--- src/rtl/uart_tx_fifo_param.sv ---
// rtl/uart_tx_fifo_param.sv - parametrised UART transmitter with input FIFO and CTS gating
//
// Purpose:
//   Serialises words from a small FIFO onto txd.
//   Frame format: start bit, DATA_BITS data bits sent LSB first, an optional
//   even or odd parity bit, then STOP_BITS stop bits.
//   A new frame starts only while the synchronised cts_n is low. Consecutive
//   frames go out back-to-back, with no idle cycle between them.
//
// Ports:
//   clk        in   system clock
//   rst_n      in   asynchronous active-low reset
//   s_data     in   word to transmit (DATA_BITS wide)
//   s_valid    in   s_data valid
//   s_ready    out  FIFO not full; a push happens when s_valid && s_ready
//   cts_n      in   clear-to-send, active low, asynchronous to clk
//   txd        out  serial line, idle high
//   busy       out  a frame is on the line
//   fifo_count out  number of words held in the FIFO

module uart_tx_fifo_param #(
  parameter int CLK_FREQ   = 100_000_000,
  parameter int BAUD       = 115_200,
  parameter int DATA_BITS  = 8,
  parameter int PARITY     = 0,
  parameter int STOP_BITS  = 1,
  parameter int FIFO_DEPTH = 4
) (
  input  logic                          clk,
  input  logic                          rst_n,
  input  logic [DATA_BITS-1:0]          s_data,
  input  logic                          s_valid,
  output logic                          s_ready,
  input  logic                          cts_n,
  output logic                          txd,
  output logic                          busy,
  output logic [$clog2(FIFO_DEPTH):0]   fifo_count
);

  localparam int DIV = CLK_FREQ / BAUD;
  localparam int CW  = $clog2(DIV);
  localparam int AW  = $clog2(FIFO_DEPTH);
  localparam int BW  = $clog2(DATA_BITS);

  localparam logic [CW-1:0] CNT_LAST = CW'(DIV - 1);
  localparam logic [BW-1:0] BIT_LAST = BW'(DATA_BITS - 1);
  localparam logic [0:0]    STOP_LAST = 1'(STOP_BITS - 1);
  localparam logic          ODD_PAR  = (PARITY == 2);
  localparam logic [AW:0]   FULL_CNT = (AW + 1)'(FIFO_DEPTH);

  localparam logic [2:0] S_IDLE  = 3'd0;
  localparam logic [2:0] S_START = 3'd1;
  localparam logic [2:0] S_DATA  = 3'd2;
  localparam logic [2:0] S_PAR   = 3'd3;
  localparam logic [2:0] S_STOP  = 3'd4;

  // FIFO storage and pointers
  logic [DATA_BITS-1:0] r_mem [FIFO_DEPTH];
  logic [AW-1:0]        r_wr_ptr;
  logic [AW-1:0]        r_rd_ptr;
  logic [AW:0]          r_count;

  // Transmitter state
  logic [2:0]           r_state;
  logic [CW-1:0]        r_cnt;
  logic [BW-1:0]        r_bit_idx;
  logic [0:0]           r_stop_idx;
  logic [DATA_BITS-1:0] r_shift;
  logic                 r_par;
  logic                 r_txd;
  logic [1:0]           r_cts_sync;

  logic                 w_full;
  logic                 w_empty;
  logic                 w_push;
  logic                 w_pop;
  logic                 w_tick;
  logic                 w_last_stop;
  logic                 w_cts_ok;
  logic [DATA_BITS-1:0] w_head;
  logic                 w_par_load;

  assign w_full     = (r_count == FULL_CNT);
  assign w_empty    = (r_count == '0);
  assign s_ready    = !w_full;
  assign w_push     = s_valid && s_ready;
  assign w_head     = r_mem[r_rd_ptr];
  assign w_cts_ok   = !r_cts_sync[1];
  assign w_tick     = (r_cnt == CNT_LAST);
  assign w_last_stop = (r_state == S_STOP) && w_tick && (r_stop_idx == STOP_LAST);
  // A frame starts from IDLE, or directly from the end of the last stop bit
  // so that queued words leave without an idle gap.
  assign w_pop      = !w_empty && w_cts_ok && ((r_state == S_IDLE) || w_last_stop);
  // The parity bit is computed once, from the word as it is loaded.
  assign w_par_load = (^w_head) ^ ODD_PAR;

  assign txd        = r_txd;
  assign busy       = (r_state != S_IDLE);
  assign fifo_count = r_count;

  // Storage needs no reset; entries are only read after being written.
  always_ff @(posedge clk) begin
    if (w_push) begin
      r_mem[r_wr_ptr] <= s_data;
    end
  end

  always_ff @(posedge clk or negedge rst_n) begin
    if (!rst_n) begin
      r_wr_ptr <= '0;
      r_rd_ptr <= '0;
      r_count  <= '0;
    end else begin
      if (w_push) begin
        r_wr_ptr <= r_wr_ptr + 1'b1;
      end
      if (w_pop) begin
        r_rd_ptr <= r_rd_ptr + 1'b1;
      end
      if (w_push && !w_pop) begin
        r_count <= r_count + 1'b1;
      end else if (!w_push && w_pop) begin
        r_count <= r_count - 1'b1;
      end
    end
  end

  // Two-flop synchroniser. It resets to "not clear", so the line must be seen
  // low for two clocks after reset before a frame may start.
  always_ff @(posedge clk or negedge rst_n) begin
    if (!rst_n) begin
      r_cts_sync <= 2'b11;
    end else begin
      r_cts_sync <= {r_cts_sync[0], cts_n};
    end
  end

  // The baud counter is held at zero in IDLE, so entering START always begins
  // a full bit period. Every other bit boundary wraps it back to zero.
  always_ff @(posedge clk or negedge rst_n) begin
    if (!rst_n) begin
      r_cnt <= '0;
    end else if ((r_state == S_IDLE) || w_tick) begin
      r_cnt <= '0;
    end else begin
      r_cnt <= r_cnt + 1'b1;
    end
  end

  always_ff @(posedge clk or negedge rst_n) begin
    if (!rst_n) begin
      r_state    <= S_IDLE;
      r_bit_idx  <= '0;
      r_stop_idx <= '0;
      r_shift    <= '0;
      r_par      <= 1'b0;
      r_txd      <= 1'b1;
    end else begin
      case (r_state)
        S_IDLE: begin
          r_txd <= 1'b1;
          if (w_pop) begin
            r_shift <= w_head;
            r_par   <= w_par_load;
            r_state <= S_START;
            r_txd   <= 1'b0;
          end
        end
        S_START: begin
          if (w_tick) begin
            r_state   <= S_DATA;
            r_bit_idx <= '0;
            r_txd     <= r_shift[0];
          end
        end
        S_DATA: begin
          if (w_tick) begin
            if (r_bit_idx == BIT_LAST) begin
              if (PARITY != 0) begin
                r_state <= S_PAR;
                r_txd   <= r_par;
              end else begin
                r_state    <= S_STOP;
                r_stop_idx <= '0;
                r_txd      <= 1'b1;
              end
            end else begin
              r_bit_idx <= r_bit_idx + 1'b1;
              r_shift   <= r_shift >> 1;
              r_txd     <= r_shift[1];
            end
          end
        end
        S_PAR: begin
          if (w_tick) begin
            r_state    <= S_STOP;
            r_stop_idx <= '0;
            r_txd      <= 1'b1;
          end
        end
        S_STOP: begin
          if (w_tick) begin
            if (r_stop_idx == STOP_LAST) begin
              if (w_pop) begin
                r_shift <= w_head;
                r_par   <= w_par_load;
                r_state <= S_START;
                r_txd   <= 1'b0;
              end else begin
                r_state <= S_IDLE;
                r_txd   <= 1'b1;
              end
            end else begin
              r_stop_idx <= r_stop_idx + 1'b1;
            end
          end
        end
        default: begin
          r_state <= S_IDLE;
          r_txd   <= 1'b1;
        end
      endcase
    end
  end

endmodule

--- config.mk ---
export PLATFORM = sky130hd
export DESIGN_NAME = uart_tx_fifo_param
export DESIGN_NICKNAME = d
export VERILOG_FILES = /design/src/rtl/uart_tx_fifo_param.sv
export SDC_FILE = /design/constraint.sdc
export NUM_CORES = 1
export LEC_CHECK = 0
export CAP_MARGIN = 15
export CORE_MARGIN = 5
export CORE_UTILIZATION = 55
export DETAILED_ROUTE_END_ITERATION = 12
export HOLD_SLACK_MARGIN = 0.06
export PLACE_DENSITY = 0.76
export SETUP_SLACK_MARGIN = 0.05
export SLEW_MARGIN = 10
export SYNTH_ARGS = -nofsm -noshare
export SYNTH_HDL_FRONTEND = slang
export SYNTH_SLANG_ARGS = --single-unit
--- constraint.sdc ---
create_clock -name clk -period 3.15 [get_ports clk]
set_input_delay 0.4725 -clock clk [delete_from_list [all_inputs] [get_ports clk]]
set_output_delay 0.4725 -clock clk [all_outputs]
set_load 0.1 [all_outputs]
Yosys cells after proc, flatten, opt, wreduce, memory -nomap -nowiden
Memories as Yosys holds them, arrays and structs flattened.
Cells that the tools add are included.
Widths: inputs -> output; s select.

word-level totals
  memories = 1
  register bits = 35
  word-level logic and storage cells = 98
  memory bits (writable) = 32
  output and inout port bits = 6
  input bits = 12

memories
  name   words  width  read ports  clocked after Yosys merged registers in  wr ports  line  source
  r_mem  4      8      1           0                                        1         58    logic [DATA_BITS-1:0] r_mem [FIFO_DEPTH];

cells by class
  eq/ne operators = 15
  mux-type cells = 38
  reduce and logical (&&, ||, !) cells = 26
  add/subtract/negate cells = 7
  bitwise logic cells = 1

operators with widths
  cell                   count
  $mux 8                 5
  $mux 3                 12
  $pmux 8 s3             1
  $ne 2x2->1 const B     8
  $mux 1                 15
  $pmux 3 s5             1
  $reduce_and 5->1       3
  $add 10x1->10 const B  1
  $eq 10x10->1 const B   1
  $mux 10                1
  $eq 3x3->1 const B     3
  $reduce_bool 3->1      3
  $logic_and 1x1->1      7
  $reduce_and 7->1       1
  $add 3x1->3 const B    2
  $eq 3x2->1 const B     2
  $logic_not 3->1        2
  $pmux 3 s2             1
  $logic_not 1->1        5
  $pmux 1 s5             1
  $add 2x1->2 const B    2
  $reduce_and 4->1       1
  $reduce_bool 2->1      2
  $eq 3x1->1 const B     1
  other kinds (5)        6

Depth between registers and ports, before layout
  depth after elaboration = 9
  mapped depth = 11
  gate-level depth less buffers = 10

Worst setup path after synthesis
Ideal clock, no wire load.

  path kind = flip-flop to flip-flop
  start point = register r_count[2] (netlist: fifo_count[2])
  end point = register r_count[1] (netlist: fifo_count[1])
  arrival = 3.271 ns
  data required time = 3.024 ns
  stages on the path, launching flop included = 7
  setup time = 0.126 ns
  period minus slack after synthesis = 3.397 ns
  path slack = -0.247 ns
  path buffers = 0
  path through = dfrtp_1 -> nand2_1 -> and2_0 -> ha_1 -> inv_1 -> fa_1 -> mux2_2

between the ends
  elaborated cells on any way between the ends = 13
  classes of those cells = eq/ne (1); mux (1); reduce/logical (11)

RTL lines
  element                      line  source
  from (decl)                  61    logic [AW:0] r_count;
  from (signal assigned)       121   r_count <= r_count + 1'b1;
  from (signal assigned)       123   r_count <= r_count - 1'b1;
  $eq 3x3->1 *                 83    assign w_full = (r_count == FULL_CNT);
  $logic_not 1->1 *            85    assign s_ready = !w_full;
  net s_ready                  33    output logic s_ready,
  $logic_and 1x1->1 *          86    assign w_push = s_valid && s_ready;
  net w_push                   75    logic w_push;
  $logic_not 1->1              122   end else if (!w_push && w_pop) begin
  $logic_and 1x1->1            122
  $reduce_bool 2->1 (no line)  n/a

Mark *: on every way through the listed nets, which the timed path passes. The rest lies on a longest branch.
A chain may end at the register's enable or synchronous reset.

Final worst setup path
  start point = register r_cnt[0]
  end point = register r_count[1] (netlist: fifo_count[1])

between the ends
  cells in the longest elaborated chain, start to end = 8
  elaborated cells on any way between the ends = 10
  classes of those cells = eq/ne (1); mux (1); reduce/logical (8)

RTL lines
  element                                             line  source
  from (decl)                                         65    logic [CW-1:0] r_cnt;
  from (signal assigned)                              146   r_cnt <= r_cnt + 1'b1;
  $eq 10x10->1 *                                      89    assign w_tick = (r_cnt == CNT_LAST);
  $logic_and 1x1->1 * (2 in a row)                    90    assign w_last_stop = (r_state == S_STOP) && w_tick && (r_stop_idx == STOP_LAST);
  $logic_or 1x1->1 *                                  93    assign w_pop = !w_empty && w_cts_ok && ((r_state == S_IDLE) || w_last_stop);
  $logic_and 1x1->1 *                                 93
  $logic_not 1->1                                     120   if (w_push && !w_pop) begin
  $logic_and 1x1->1                                   120
  $mux 3 / $reduce_bool 2->1 (equally long branches)  n/a

Mark *: on every way between the ends. The rest lies on a longest branch, timed or not.

==> metrics.cfg <==
[critical_path]
criticalPathCategory=flop to flop
cpMostUsedCell=ha_1
critPathMaxFanout=9
endpoint_kind=flop
worstPathRequired_ns=3.37
crit_chain=ha_1, nand4b_1, o31ai_2, buf_4, nand2_1, ha_1, inv_1, fa_1, mux2_2
cp_slowest_cell=fa_1
crit_arrival_ns=2.72
cpPeakStageDelay_ns=0.41
start_kind=flop

[yosys]
synth_top_family_by_area=multiplexers
syn_inst=194
yosys.area_share.simple_pct=8.816
synth.top_cell.area_share_pct=33.19
async_reset_ff_share_pct=51.52
synth_top_cells_by_area=edfxtp_1 33%, dfrtp_1 27%, mux2_2 6.6%
syn_nets=215
synthMuxAreaShare_pct=13.35
synthFlopType=edfxtp_1
yosysWarnings=0
synth-edff-count=32
synth.top_cells.by_count=32 x edfxtp_1, 31 x dfrtp_1, 17 x mux2_2
synth_seq_cells=66
ys_types=42
avgSynthCellArea_um2=14.92
synthAdderAreaFrac_pct=4.149
yosysSeqAreaShare_pct=62.71
yosysTopAreaCell=edfxtp_1
yosysMostFrequentCell=edfxtp_1
yosys.area_share.xor_xnor_pct=3.933
synth_compound_area_share_pct=5.013
synth_area_um2=2895

[timing]
period_share_pct=79.31
slew_headroom_pct=59.97
period_minus_slack_ns=2.498
finalHoldViolations=0
timing.final.max_slew_violations=0
fmax_mhz=400.3
worst_pin_slew_ns=0.6004
clock_skew_ns=0.005457
fin_ws_ns=0.6518
timing.hold.ws_ns=0.3569
fin_setup_tns_ns=0
setup_violations=0
rsz0062_at_grt=no

[routing]
via_count=1591
totalWireLength_mm=4.953
drt-initial-drc-count=86
vias_per_cell=5.412
drc=0
drt-wirelength-per-cell_um=16.85
first_pass_iters=4
antenna_left=0

[power]
total_leakage_power_nw=1.293
p_per_area_nw_per_um2=719.5
ir_drop_uv=783.2

[placed_design]
port_buffers=17
pre_cts_ws_ns=0.6764
place_hpwl_mm=3.504
place.gp.congestion=0.7490

[layout]
final_nets=240
drive_above_1_share_pct=26.79
syn2layout_area_growth_pct=16.16
antennaDiodeCount=0
fillers=381
multi_input_area_um2=1023
fin_util_pct=65.85
regArea_um2=1815

[die]
chipHeight_um=82.56
rows=26
ios=18
die-area_um2=6815
design.core.area_um2=5107
fp.dieW_um=82.56
start_util_pct=56.69

[cts]
cts_root_buf=clkbuf_8
cts_hold_buffers=0
cts_setup_buffers=0
cts_sinks=66
numCtsBuffers=9
cts_resized=0
cts_tree=built
path_clk_slew_ns=0.07
worstSkewPairLatency_ns=0.34
cts_buffer_depth=2
h-tree-depth=3

[grt]
grt_pass1_vias=1747
overflow=0
antenna_found_initial=0
grt_pass1_wl_mm=8.390
track_usage_pct=17.33
grt_max_degree=35

[job]
maxCapViolations=0

[min_path]
hold_path_class=flop to flop

[run_status]
status=finished clean

## routing by layer
| metal | vias up | track usage, % | part of all wire [%] |
|---|---|---|---|
| met1 | 787 | 21.25 | 44 |
| met3 | 7 | 5.531 | 4.3 |
| met4 | 0 | 6.863 | 1.4 |
| li1 | 764 | - | - |
| met5 | - | 0 | 0 |
| met2 | 33 | 28.53 | 50 |
## sequential cells by signal (all words and copies together) (netlist names)
register / flops
fifo_count: 3
r_bit_idx: 3
r_cnt: 10
r_cts_sync: 2
r_mem: 32
r_rd_ptr: 2
r_shift: 8
r_state: 3
r_wr_ptr: 2
txd: 1
## critical path: cells and delay by family, from the launching register on
| kind | cells | cell delay [ns] |
|---|---|---|
| buf+inv | 2 | 0.28 |
| fa+ha+maj | 3 | 0.90 |
| simple gates | 2 | 0.28 |
| mux | 1 | 0.28 |
| compound gates | 1 | 0.25 |
| flops | 1 | 0.39 |
## report_power, final
group / total (mW) / switching [mW] / internal [mW]
Combinational: 0.487 / 0.335 / 0.152
Clock: 0.830 / 0.309 / 0.522
Sequential: 1.10 / 0.0673 / 1.03
## final timing paths
check                         startpoint       endpoint  slack [ns]  cells past startpoint
setup / recovery                r_cnt[0]  fifo_count[1]        0.65                      9
hold / removal             r_cts_sync[0]  r_cts_sync[1]        0.36                      0
setup reg to reg                r_cnt[0]  fifo_count[1]        0.65                      9
hold reg to reg            r_cts_sync[0]  r_cts_sync[1]        0.36                      0
max in group asynchronous          rst_n  r_cts_sync[0]        2.27                      2
min in group asynchronous          rst_n     r_shift[6]        0.53                      2
## cell usage in the layout, fill, tap and decap left out, types with 2 or more instances in the layout
cell type and n:
nand2_1 4, o31a_1 2, or3_1 2, clkdlybuf4s50_1 11, o21ai_0 3, clkbuf_8 9
nor3_1 3, a21oi_1 6, or3_4 2, bufinv_16 3, mux2_2 17, xor2_1 4
and3_1 4, a22o_1 2, dfrtp_1 31, nand3_1 6, inv_1 7, edfxtp_1 32
ha_1 8, buf_4 9, dfstp_2 3, nor2_1 15, mux4_2 8, clkinv_2 3
xnor2_1 9
## layout make-up
type	count	share of cell area [%]
Inverter	7	0.7812
Clock inverter	6	3.125
Multi-Input combinational cell	115	30.43
Sequential cell	66	53.98
Clock buffer	10	3.795
Tap cell	70	2.604
Timing Repair Buffer	20	5.283
## cells by family after synthesis
group | Yosys count
flops | 66
simple gates | 47
mux | 26
compound gates | 20
xor+xnor | 13
buf+inv | 13
fa+ha+maj | 9
## through the flow
stage               total power, mW  cells  cell area, um2
global route                  2.531    294            3363
finish                        2.420    294            3363
global placement              1.578    278            3131
CTS                           2.443    294            3363
detailed placement            1.613    278            3131
floorplan                     1.469    194            2898
(Power assumes the default switching activity.)
